==> src/rtl/div_pkg.sv <==
// Shared constants for the multi-cycle divider next to the EX stage.
// State encodings, handshake levels and the stall-request helper used by EX.
package div_pkg;

    typedef enum logic [1:0] {
        DivFree   = 2'b00,
        DivByZero = 2'b01,
        DivOn     = 2'b10,
        DivEnd    = 2'b11
    } div_state_e;

    localparam logic DivResultReady    = 1'b1;
    localparam logic DivResultNotReady = 1'b0;
    localparam logic DivStart          = 1'b1;
    localparam logic DivStop           = 1'b0;

    localparam logic Stop   = 1'b1;
    localparam logic NoStop = 1'b0;

    localparam int unsigned RegBusW       = 32;
    localparam int unsigned DoubleRegBusW = 64;
    localparam logic [RegBusW-1:0] ZeroWord = '0;

    // EX holds the pipeline while a divide is requested and its result is not yet back.
    function automatic logic div_stall_req(input logic start, input logic ready);
        return (start == DivStart && ready == DivResultNotReady) ? Stop : NoStop;
    endfunction

endpackage

==> src/rtl/div_if.sv <==
// Request/result bundle between the EX stage (master) and the divider (slave).
interface div_if #(
    parameter int unsigned DATA_W = 32
);
    logic                  signed_div_i;
    logic [DATA_W-1:0]     opdata1_i;
    logic [DATA_W-1:0]     opdata2_i;
    logic                  start_i;
    logic                  annul_i;
    logic [2*DATA_W-1:0]   result_o;
    logic                  ready_o;

    modport master (
        output signed_div_i, opdata1_i, opdata2_i, start_i, annul_i,
        input  result_o, ready_o
    );

    modport slave (
        input  signed_div_i, opdata1_i, opdata2_i, start_i, annul_i,
        output result_o, ready_o
    );
endinterface

==> src/rtl/div_step.sv <==
// One restoring-division iteration: shift the working register left, trial-subtract the
// divisor from the upper half and keep the difference when it does not go negative.
module div_step #(
    parameter int unsigned DATA_W = 32
) (
    input  logic [2*DATA_W-1:0] work_i,
    input  logic [DATA_W-1:0]   divisor_i,
    output logic [2*DATA_W-1:0] work_o
);
    // Upper half after the shift, keeping the bit shifted out so large divisors still work.
    logic [DATA_W:0]   upper;
    logic [DATA_W+1:0] trial;

    assign upper = work_i[2*DATA_W-1:DATA_W-1];
    assign trial = {1'b0, upper} - {2'b00, divisor_i};

    always_comb begin
        work_o = {work_i[2*DATA_W-2:0], 1'b0};
        if (!trial[DATA_W+1]) begin
            work_o = {trial[DATA_W-1:0], work_i[DATA_W-2:0], 1'b1};
        end
    end
endmodule

==> src/rtl/div.sv <==
// Multi-cycle restoring divider (DIV/DIVU); result is {remainder, quotient} for HI/LO.
// Operands are captured as magnitudes on start; sign fix-up is applied on the last step.
module div
    import div_pkg::*;
#(
    parameter int unsigned DATA_W = 32,
    parameter int unsigned CNT_W  = 6
) (
    input logic  clk,
    input logic  rst,
    div_if.slave bus
);

    div_state_e          state_q, state_d;
    logic [CNT_W-1:0]    cnt_q, cnt_d;
    logic [2*DATA_W-1:0] work_q, work_d;
    logic [DATA_W-1:0]   divisor_q, divisor_d;
    logic                neg_a_q, neg_a_d;
    logic                neg_b_q, neg_b_d;
    logic [2*DATA_W-1:0] result_q, result_d;
    logic                ready_q, ready_d;

    logic                neg_a, neg_b;
    logic [DATA_W-1:0]   abs_a, abs_b;
    logic [2*DATA_W-1:0] step_work;
    logic [DATA_W-1:0]   quot_step, rem_step, quot_fix, rem_fix;

    assign neg_a = bus.signed_div_i & bus.opdata1_i[DATA_W-1];
    assign neg_b = bus.signed_div_i & bus.opdata2_i[DATA_W-1];
    assign abs_a = neg_a ? -bus.opdata1_i : bus.opdata1_i;
    assign abs_b = neg_b ? -bus.opdata2_i : bus.opdata2_i;

    div_step #(
        .DATA_W(DATA_W)
    ) u_step (
        .work_i   (work_q),
        .divisor_i(divisor_q),
        .work_o   (step_work)
    );

    // neg_*_q already include the signed flag, so unsigned divides are never corrected.
    assign quot_step = step_work[DATA_W-1:0];
    assign rem_step  = step_work[2*DATA_W-1:DATA_W];
    assign quot_fix  = (neg_a_q ^ neg_b_q) ? -quot_step : quot_step;
    assign rem_fix   = neg_a_q ? -rem_step : rem_step;

    always_comb begin
        state_d   = state_q;
        cnt_d     = cnt_q;
        work_d    = work_q;
        divisor_d = divisor_q;
        neg_a_d   = neg_a_q;
        neg_b_d   = neg_b_q;
        result_d  = result_q;
        ready_d   = ready_q;

        unique case (state_q)
            DivFree: begin
                ready_d  = DivResultNotReady;
                result_d = '0;
                if (bus.start_i == DivStart && !bus.annul_i) begin
                    neg_a_d   = neg_a;
                    neg_b_d   = neg_b;
                    work_d    = {{DATA_W{1'b0}}, abs_a};
                    divisor_d = abs_b;
                    cnt_d     = '0;
                    state_d   = (bus.opdata2_i == '0) ? DivByZero : DivOn;
                end
            end
            DivByZero: begin
                if (bus.annul_i) begin
                    state_d = DivFree;
                    cnt_d   = '0;
                end else begin
                    work_d  = '0;
                    state_d = DivEnd;
                end
            end
            DivOn: begin
                if (bus.annul_i) begin
                    state_d = DivFree;
                    cnt_d   = '0;
                end else if (cnt_q == CNT_W'(DATA_W - 1)) begin
                    work_d  = {rem_fix, quot_fix};
                    cnt_d   = '0;
                    state_d = DivEnd;
                end else begin
                    work_d = step_work;
                    cnt_d  = cnt_q + 1'b1;
                end
            end
            DivEnd: begin
                if (bus.start_i == DivStart) begin
                    ready_d  = DivResultReady;
                    result_d = work_q;
                end else begin
                    ready_d  = DivResultNotReady;
                    result_d = '0;
                    state_d  = DivFree;
                end
            end
            default: state_d = DivFree;
        endcase
    end

    always_ff @(posedge clk or negedge rst) begin
        if (!rst) begin
            state_q   <= DivFree;
            cnt_q     <= '0;
            work_q    <= '0;
            divisor_q <= '0;
            neg_a_q   <= 1'b0;
            neg_b_q   <= 1'b0;
            result_q  <= '0;
            ready_q   <= DivResultNotReady;
        end else begin
            state_q   <= state_d;
            cnt_q     <= cnt_d;
            work_q    <= work_d;
            divisor_q <= divisor_d;
            neg_a_q   <= neg_a_d;
            neg_b_q   <= neg_b_d;
            result_q  <= result_d;
            ready_q   <= ready_d;
        end
    end

    assign bus.result_o = result_q;
    assign bus.ready_o  = ready_q;

endmodule
==> src/flat_wrapper.sv <==
// flat-port wrapper written by rule: the top's interface ports become plain ports
module div_flat import div_pkg::*;
#(
    parameter int unsigned DATA_W = 32,
    parameter int unsigned CNT_W  = 6
)
  (clk, rst, bus_signed_div_i, bus_opdata1_i, bus_opdata2_i, bus_start_i, bus_annul_i, bus_result_o, bus_ready_o);
  div_if #(.DATA_W(DATA_W)) bus_i ();
  input logic clk;
  input logic rst;
  input wire logic [$bits(bus_i.signed_div_i)-1:0] bus_signed_div_i;
  input wire logic [$bits(bus_i.opdata1_i)-1:0] bus_opdata1_i;
  input wire logic [$bits(bus_i.opdata2_i)-1:0] bus_opdata2_i;
  input wire logic [$bits(bus_i.start_i)-1:0] bus_start_i;
  input wire logic [$bits(bus_i.annul_i)-1:0] bus_annul_i;
  output wire logic [$bits(bus_i.result_o)-1:0] bus_result_o;
  output wire logic [$bits(bus_i.ready_o)-1:0] bus_ready_o;
  assign bus_i.signed_div_i = bus_signed_div_i;
  assign bus_i.opdata1_i = bus_opdata1_i;
  assign bus_i.opdata2_i = bus_opdata2_i;
  assign bus_i.start_i = bus_start_i;
  assign bus_i.annul_i = bus_annul_i;
  assign bus_result_o = bus_i.result_o;
  assign bus_ready_o = bus_i.ready_o;
  div #(.DATA_W(DATA_W), .CNT_W(CNT_W)) u_core (.clk(clk), .rst(rst), .bus(bus_i));
endmodule
==> config.mk <==
export PLATFORM = sky130hd
export DESIGN_NAME = div_flat
export DESIGN_NICKNAME = d
export VERILOG_FILES = /design/src/rtl/div_pkg.sv /design/src/rtl/div_if.sv /design/src/rtl/div_step.sv /design/src/rtl/div.sv /design/src/flat_wrapper.sv
export SDC_FILE = /design/constraint.sdc
export NUM_CORES = 1
export LEC_CHECK = 0
export CORE_ASPECT_RATIO = 0.6
export CORE_MARGIN = 3
export CORE_UTILIZATION = 49
export DETAILED_ROUTE_END_ITERATION = 8
export PLACE_DENSITY = 0.71
export SETUP_SLACK_MARGIN = 0.1
export SYNTH_ARGS = -nofsm -noshare
export SYNTH_HDL_FRONTEND = slang
export SYNTH_SLANG_ARGS = --single-unit
==> constraint.sdc <==
create_clock -name clk -period 6.59 [get_ports clk]
set_input_delay 1.318 -clock clk [delete_from_list [all_inputs] [get_ports clk]]
set_output_delay 1.318 -clock clk [all_outputs]
set_load 0.02 [all_outputs]
; ---- Yosys cells after proc, flatten, opt, wreduce, memory -nomap -nowiden
; Cells that the tools add are included.
[totals]
regBits = 171
latch_bits = 0
ramBits = 0
rom_bits = 0
in_bits = 69
output_inout_bits = 65
elab_cells = 63
memories = 0
[classes]
addsub = 6
multipliers = 0
div = 0
n_lt_le_gt_ge = 0
n_eq_ne = 10
shift = 0
muxes = 26
bitwise_logic = 3
reduce_logical = 10
[ops]
columns = cell, count
row1 = 2-to-1 mux 64 bit, 6
row2 = case mux 64 bit (3 select lines), 1
row3 = 2-to-1 mux 32 bit, 4
row4 = negator 32 bit, 4
row5 = case mux 64 bit (2 select lines), 1
row6 = subtractor 33 x 32 -> 34 bit, 1
row7 = logical NOT 32 bit, 1
row8 = 2-to-1 mux 6 bit, 4
row9 = case mux 6 bit (3 select lines), 1
row10 = 2-to-1 mux 2 bit, 6
row11 = "inequality test 2 bit, second input constant", 4
row12 = case mux 2 bit (4 select lines), 1
row13 = "adder 6 x 1 -> 6 bit, second input constant", 1
row14 = "equality test 6 x 5 -> 1 bit, second input constant", 1
row15 = AND reduction 3 bit, 2
row16 = "equality test 2 bit, second input constant", 2
row17 = AND reduction 4 bit, 1
row18 = "inequality test 3 x 2 -> 1 bit, second input constant", 1
row19 = nonzero test 3 bit, 1
row20 = AND 1 bit, 2
row21 = "equality test 2 x 1 -> 1 bit, second input constant", 1
row22 = logical NOT 2 bit, 1
row23 = "inequality test 2 x 1 -> 1 bit, second input constant", 1
row24 = case mux 1 bit (2 select lines), 1
row25 = 6 further kinds, 6

; ---- Depth between registers and ports, before layout
[depth]
depth_word = 7
mapped_depth = 22
depth_no_buf = 18

; ---- Cells and area by module
; Synthesis repeated with hierarchy kept, for this count alone.
[hier_totals]
hier_cells = 1386
hier_area_um2 = 11966.5
[by_module_without_submodules]
columns = module, instances, cells_per_inst, area_each_um2, seq_area_each_um2
row1 = div, 1, 982, 9303.9, 4279.1
row2 = div_step, 1, 404, 2662.6, 0.0

; ---- Least setup slack after synthesis
; No wires, ideal clock.
[synth_timing]
path_type = flip-flop to flip-flop
from = reg u_core.work_q[32]
to = reg u_core.work_q[62]
setup_time_ps = 130
arrival_ps = 4533
required_ps = 6460
setup_slack_ps = 1927
path_stages_with_launch = 21
path_buffers = 3
synth_period_minus_slack_ps = 4663
path_cell_list = dfrtp_1 > ha_1 > nor2b_1 > o2111a_1 > o211ai_1 > a2111o_1 > nand2_2 > clkbuf_1 > clkbuf_1 > clkbuf_1 > nand2_1 > o21ai_0 > ha_1 > nand2_1 > nor4b_1 > mux2_2 > a21boi_2 > o211ai_2 > o41ai_1 > xor2_1 > o21ai_1
[synth_via]
elab_chain_len = 7
[synth_lines]
columns = item, line
row1 = start: declaration, div.sv:16  ; logic [2*DATA_W-1:0] work_q, work_d;
row2 = start signal: assignment, div.sv:119  ; work_q <= work_d;
row3 = subtractor 33 x 32 -> 34 bit, div_step.sv:15  ; assign trial = {1'b0, upper} - {2'b00, divisor_i};
row4 = 2-to-1 mux 64 bit (*), div_step.sv:19  ; if (!trial[DATA_W+1]) begin
row5 = negator 32 bit, div.sv:45  ; assign rem_fix = neg_a_q ? -rem_step : rem_step;
row6 = 2-to-1 mux 32 bit, div.sv:45
row7 = 2-to-1 mux 64 bit (*), div.sv:83  ; end else if (cnt_q == CNT_W'(DATA_W - 1)) begin
row8 = 2-to-1 mux 64 bit (*), div.sv:80  ; if (bus.annul_i) begin
row9 = case mux 64 bit (3 select lines) (*), div.sv:57  ; unique case (state_q)
; Every way passes the cells marked *; elsewhere a longest branch is shown, timed or not. The select of a mux whose other input is x is not followed.
; A chain may end at the register's enable or synchronous reset.

; ---- Final worst setup path
[layout_timing]
from = reg u_core.work_q[37]
to = reg u_core.work_q[22]
[layout_via]
elab_chain_len = 7
[layout_lines]
columns = item, line
row1 = subtractor 33 x 32 -> 34 bit, div_step.sv:15
row2 = 2-to-1 mux 64 bit, div_step.sv:19
row3 = negator 32 bit, div.sv:44  ; assign quot_fix = (neg_a_q ^ neg_b_q) ? -quot_step : quot_step;
row4 = 2-to-1 mux 32 bit, div.sv:44
row5 = 2-to-1 mux 64 bit, div.sv:83
row6 = 2-to-1 mux 64 bit, div.sv:80
row7 = case mux 64 bit (3 select lines), div.sv:57
; No other way between the ends. The select of a mux whose other input is x is not followed.

==> summary.txt <==
Fillers: 2093
Register share of total power: 0.197
Leading area contributor after synthesis: dfrtp_1
Total global routing overflow: 0
Peak supply drop: 0.3728 mV
CP endpoint kind: flip-flop
R2R Setup Slk: 1.56 ns
Avg Inst Size Synth: 8.494 µm²
Cell count after placement: 1797
Die X: 208.8 µm
Slew HR: 0.2168
FMAX: 198.7 MHz
Number of detailed-route iterations in the first pass: 5
Time the worst path needs with I/O delays and setup: 5.032 ns
Fin nets: 1612
GPL Wtd Cong: 0.9540
Drt first-iter violations: 1202
Post-Syn Instances: 1424
Lkg Pwr: 5.991 nW
Final cell count without fillers: 1829
IO Count: 134
# DRC: 0
Cell Area, Synth: 12100 µm²
Initial Utilization: 0.5109
Final ANT Viol Nets: 0
Clock Skew: 0.008521 ns
Slew @ Worst Pin: 1.173 ns
CP arrival: 5.42 ns
Max Slew Vio Count: 0
Net switching power: 4.741 mW
First-pass GRT wire length: 61380 µm
Hold path startpoint: u_core.divisor_q[26]
YS warnings: 0
Seq cells post-synth: 171
Pin count of the biggest net entering global routing: 85
Initial antenna violation count: 0
Worst r2r src: u_core.work_q[37]
Clk pin slew, worst setup/hold paths: 0.07 ns
PwrDens: 619.2 nW/µm²
Wire per inst: 21.48 µm
Diode count: 0
Worst Hold Class: reg2reg
Post-synth top area share: 0.3538
Final non-filler cell area: 14200 µm²
Setup-failing EPs final: 0
Crit Path Category: reg2reg
Clock Latency Late Sink: 0.46 ns
Overall global routing resource usage: 0.2931
Reg2reg path depth: 16
Fin worst setup slack: 1.558 ns
Area contributors post-synth: dfrtp_1 35%, nand2_1 6.1%, o21ai_0 5.5%, xnor2_1 5.2%, xor2_1 5.0%
DRT Wirelength: 39290 µm
Setup TNS: 0 ns
Reg2Reg Capture Point: u_core.work_q[22]
RSZ-0062 raised after global routing: no
Die Ht: 127.7 µm
Routed via count: 11.30k
Die Area: 26670 µm²
Post-CTS Setup Bufs: 0
Sink Count: 171
CTS tree: done
Post-CTS sizing: 0
CTS Buf Count: 17
CP Launch Type: flip-flop
Max-cap viol count: 0
Vias in the first global route: 10.42k
Sw Share: 0.5391
Logic pwr share: 0.677
Final hold vios: 0
Core area: 23670 µm²
Seq/Total Area, Yosys: 0.3538
H-tree levels: 4
Commonest cells post-synth: 196 x nand2_1, 171 x dfrtp_1, 133 x o21ai_0, 86 x nor2_1, 78 x a21oi_1
Syn Nets: 1535
Clk Tree Root Cell: clkbuf_16
CTS Buffer Depth: 2
Int Power: 4.053 mW
Most used DFF post-synth: dfrtp_1
Via density per instance: 6.179
Worst Hold Depth: 2
Layout cells sized above 1: 0.05284
Status: complete, no violations
Number of port buffers: 133
Layout area overhead: 17.42%
Hold EP: u_core.divisor_q[26]
Post-synth EDFFs: 0
Part of the cycle the worst path needs: 0.7636
# hold bufs at CTS: 0
Critical Path RT: 6.97 ns
Cell with the most instances after synthesis: nand2_1
Half-perimeter wire length after placement: 29700 µm
Async set-reset flop share out of synthesis: 1.000
Placed Area: 13560 µm²
Unique cell type count in the Yosys netlist: 89
Rows: 43
Pre-CTS setup slack: 1.651 ns
Clock share of power: 0.126
Peak fanout along the critical path: 30
cell type report:
type / count / area, µm² / area share
Clock buffer: 18 / 439.2 / 0.03092
Clock inverter: 14 / 198.9 / 0.01401
Inverter: 57 / 214.0 / 0.01506
Multi-Input combinational cell: 1110 / 7262 / 0.5113
Sequential cell: 171 / 4279 / 0.3013
Tap cell: 315 / 394.1 / 0.02775
Timing Repair Buffer: 144 / 1415 / 0.09964
kinds of logic (layout without fill, tap and decap cells):
family | Yosys count | count (layout) | share of synthesized area
AO/OA/AOI/OAI | 454 | 454 | 0.2571
XOR/XNOR | 141 | 141 | 0.1021
adder cells (fa/ha/maj) | 42 | 42 | 0.04407
buffers and inverters | 143 | 233 | 0.04800
flip-flops | 171 | 171 | 0.3538
multiplexers | 21 | 21 | 0.01759
AND/OR/NAND/NOR | 452 | 452 | 0.1774
layer usage:
metal,wire [µm],track usage
met1,20110,0.4719
met2,14820,0.3762
met3,4062,0.09709
met4,287,0.05193
met5,0,0
power groups by stage:
| stage | combinational, mW | sequential [mW] | clock [mW] |
|---|---|---|---|
| floorplan | 4.35 | 1.61 | 0 |
| global placement | 5.73 | 1.72 | 0 |
| detailed placement | 5.76 | 1.74 | 0 |
| CTS | 5.79 | 1.72 | 1.13 |
| global route | 6.47 | 1.76 | 1.18 |
| finish | 5.96 | 1.73 | 1.10 |
registers in the layout, summed over array words and instances, names as in the netlist:
name / flops
u_core.bus.ready_o: 1
u_core.bus.result_o: 64
u_core.cnt_q: 6
u_core.divisor_q: 32
u_core.neg_a_q: 1
u_core.neg_b_q: 1
u_core.state_q: 2
u_core.work_q: 64
critical path, cell delays in order, from the launching register on:
cell	delay (ns)
dfrtp_1	0.48
ha_1	0.48
a21oi_2	0.31
o21ai_1	0.17
a221oi_1	0.66
a2111o_1	0.29
nand2_2	0.14
inv_2	0.10
buf_4	0.32
ha_1	0.32
nand3_1	0.16
o41ai_1	0.42
o21ai_0	0.36
o21bai_1	0.28
xnor2_1	0.16
o22a_1	0.18
o21ai_0	0.12
cell usage in the layout, fill, tap and decap left out, types with 13 or more instances in the layout:
master / n
clkdlybuf4s50_1: 132
nand3_1: 21
a21o_1: 13
a22o_1: 66
nor4_1: 17
ha_1: 40
or3_1: 14
dfrtp_1: 171
inv_1: 56
o21ai_1: 13
nand2_1: 196
o31ai_1: 35
clkbuf_16: 17
o21ai_0: 133
mux2i_1: 19
o22a_1: 29
xor2_1: 69
a21oi_1: 78
xnor2_1: 72
nor3_1: 31
nor2_1: 85
per-stage QoR:
step | total power, mW | utilization | hold slack, ns
finish | 8.794 | 0.5999 | 0.4809
global route | 9.408 | 0.5999 | 0.5021
CTS | 8.635 | 0.5999 | 0.4878
detailed placement | 7.493 | 0.5730 | 0.4704
global placement | 7.450 | 0.5730 | 0.4636
floorplan | 5.956 | - | 0.4498
how the worst max path moves through the flow:
stage | start | to | slack, ns | cells past startpoint
after floorplan | u_core.work_q[32] | u_core.work_q[62] | 1.93 | 20
after global placement | u_core.work_q[39] | u_core.work_q[22] | 1.65 | 16
after detailed placement | u_core.work_q[37] | u_core.work_q[22] | 1.65 | 16
after CTS | u_core.work_q[37] | u_core.work_q[22] | 1.64 | 16
after global routing | u_core.work_q[37] | u_core.work_q[22] | 1.20 | 16
final | u_core.work_q[37] | u_core.work_q[22] | 1.56 | 16
Power figures use the tool's default switching activity.
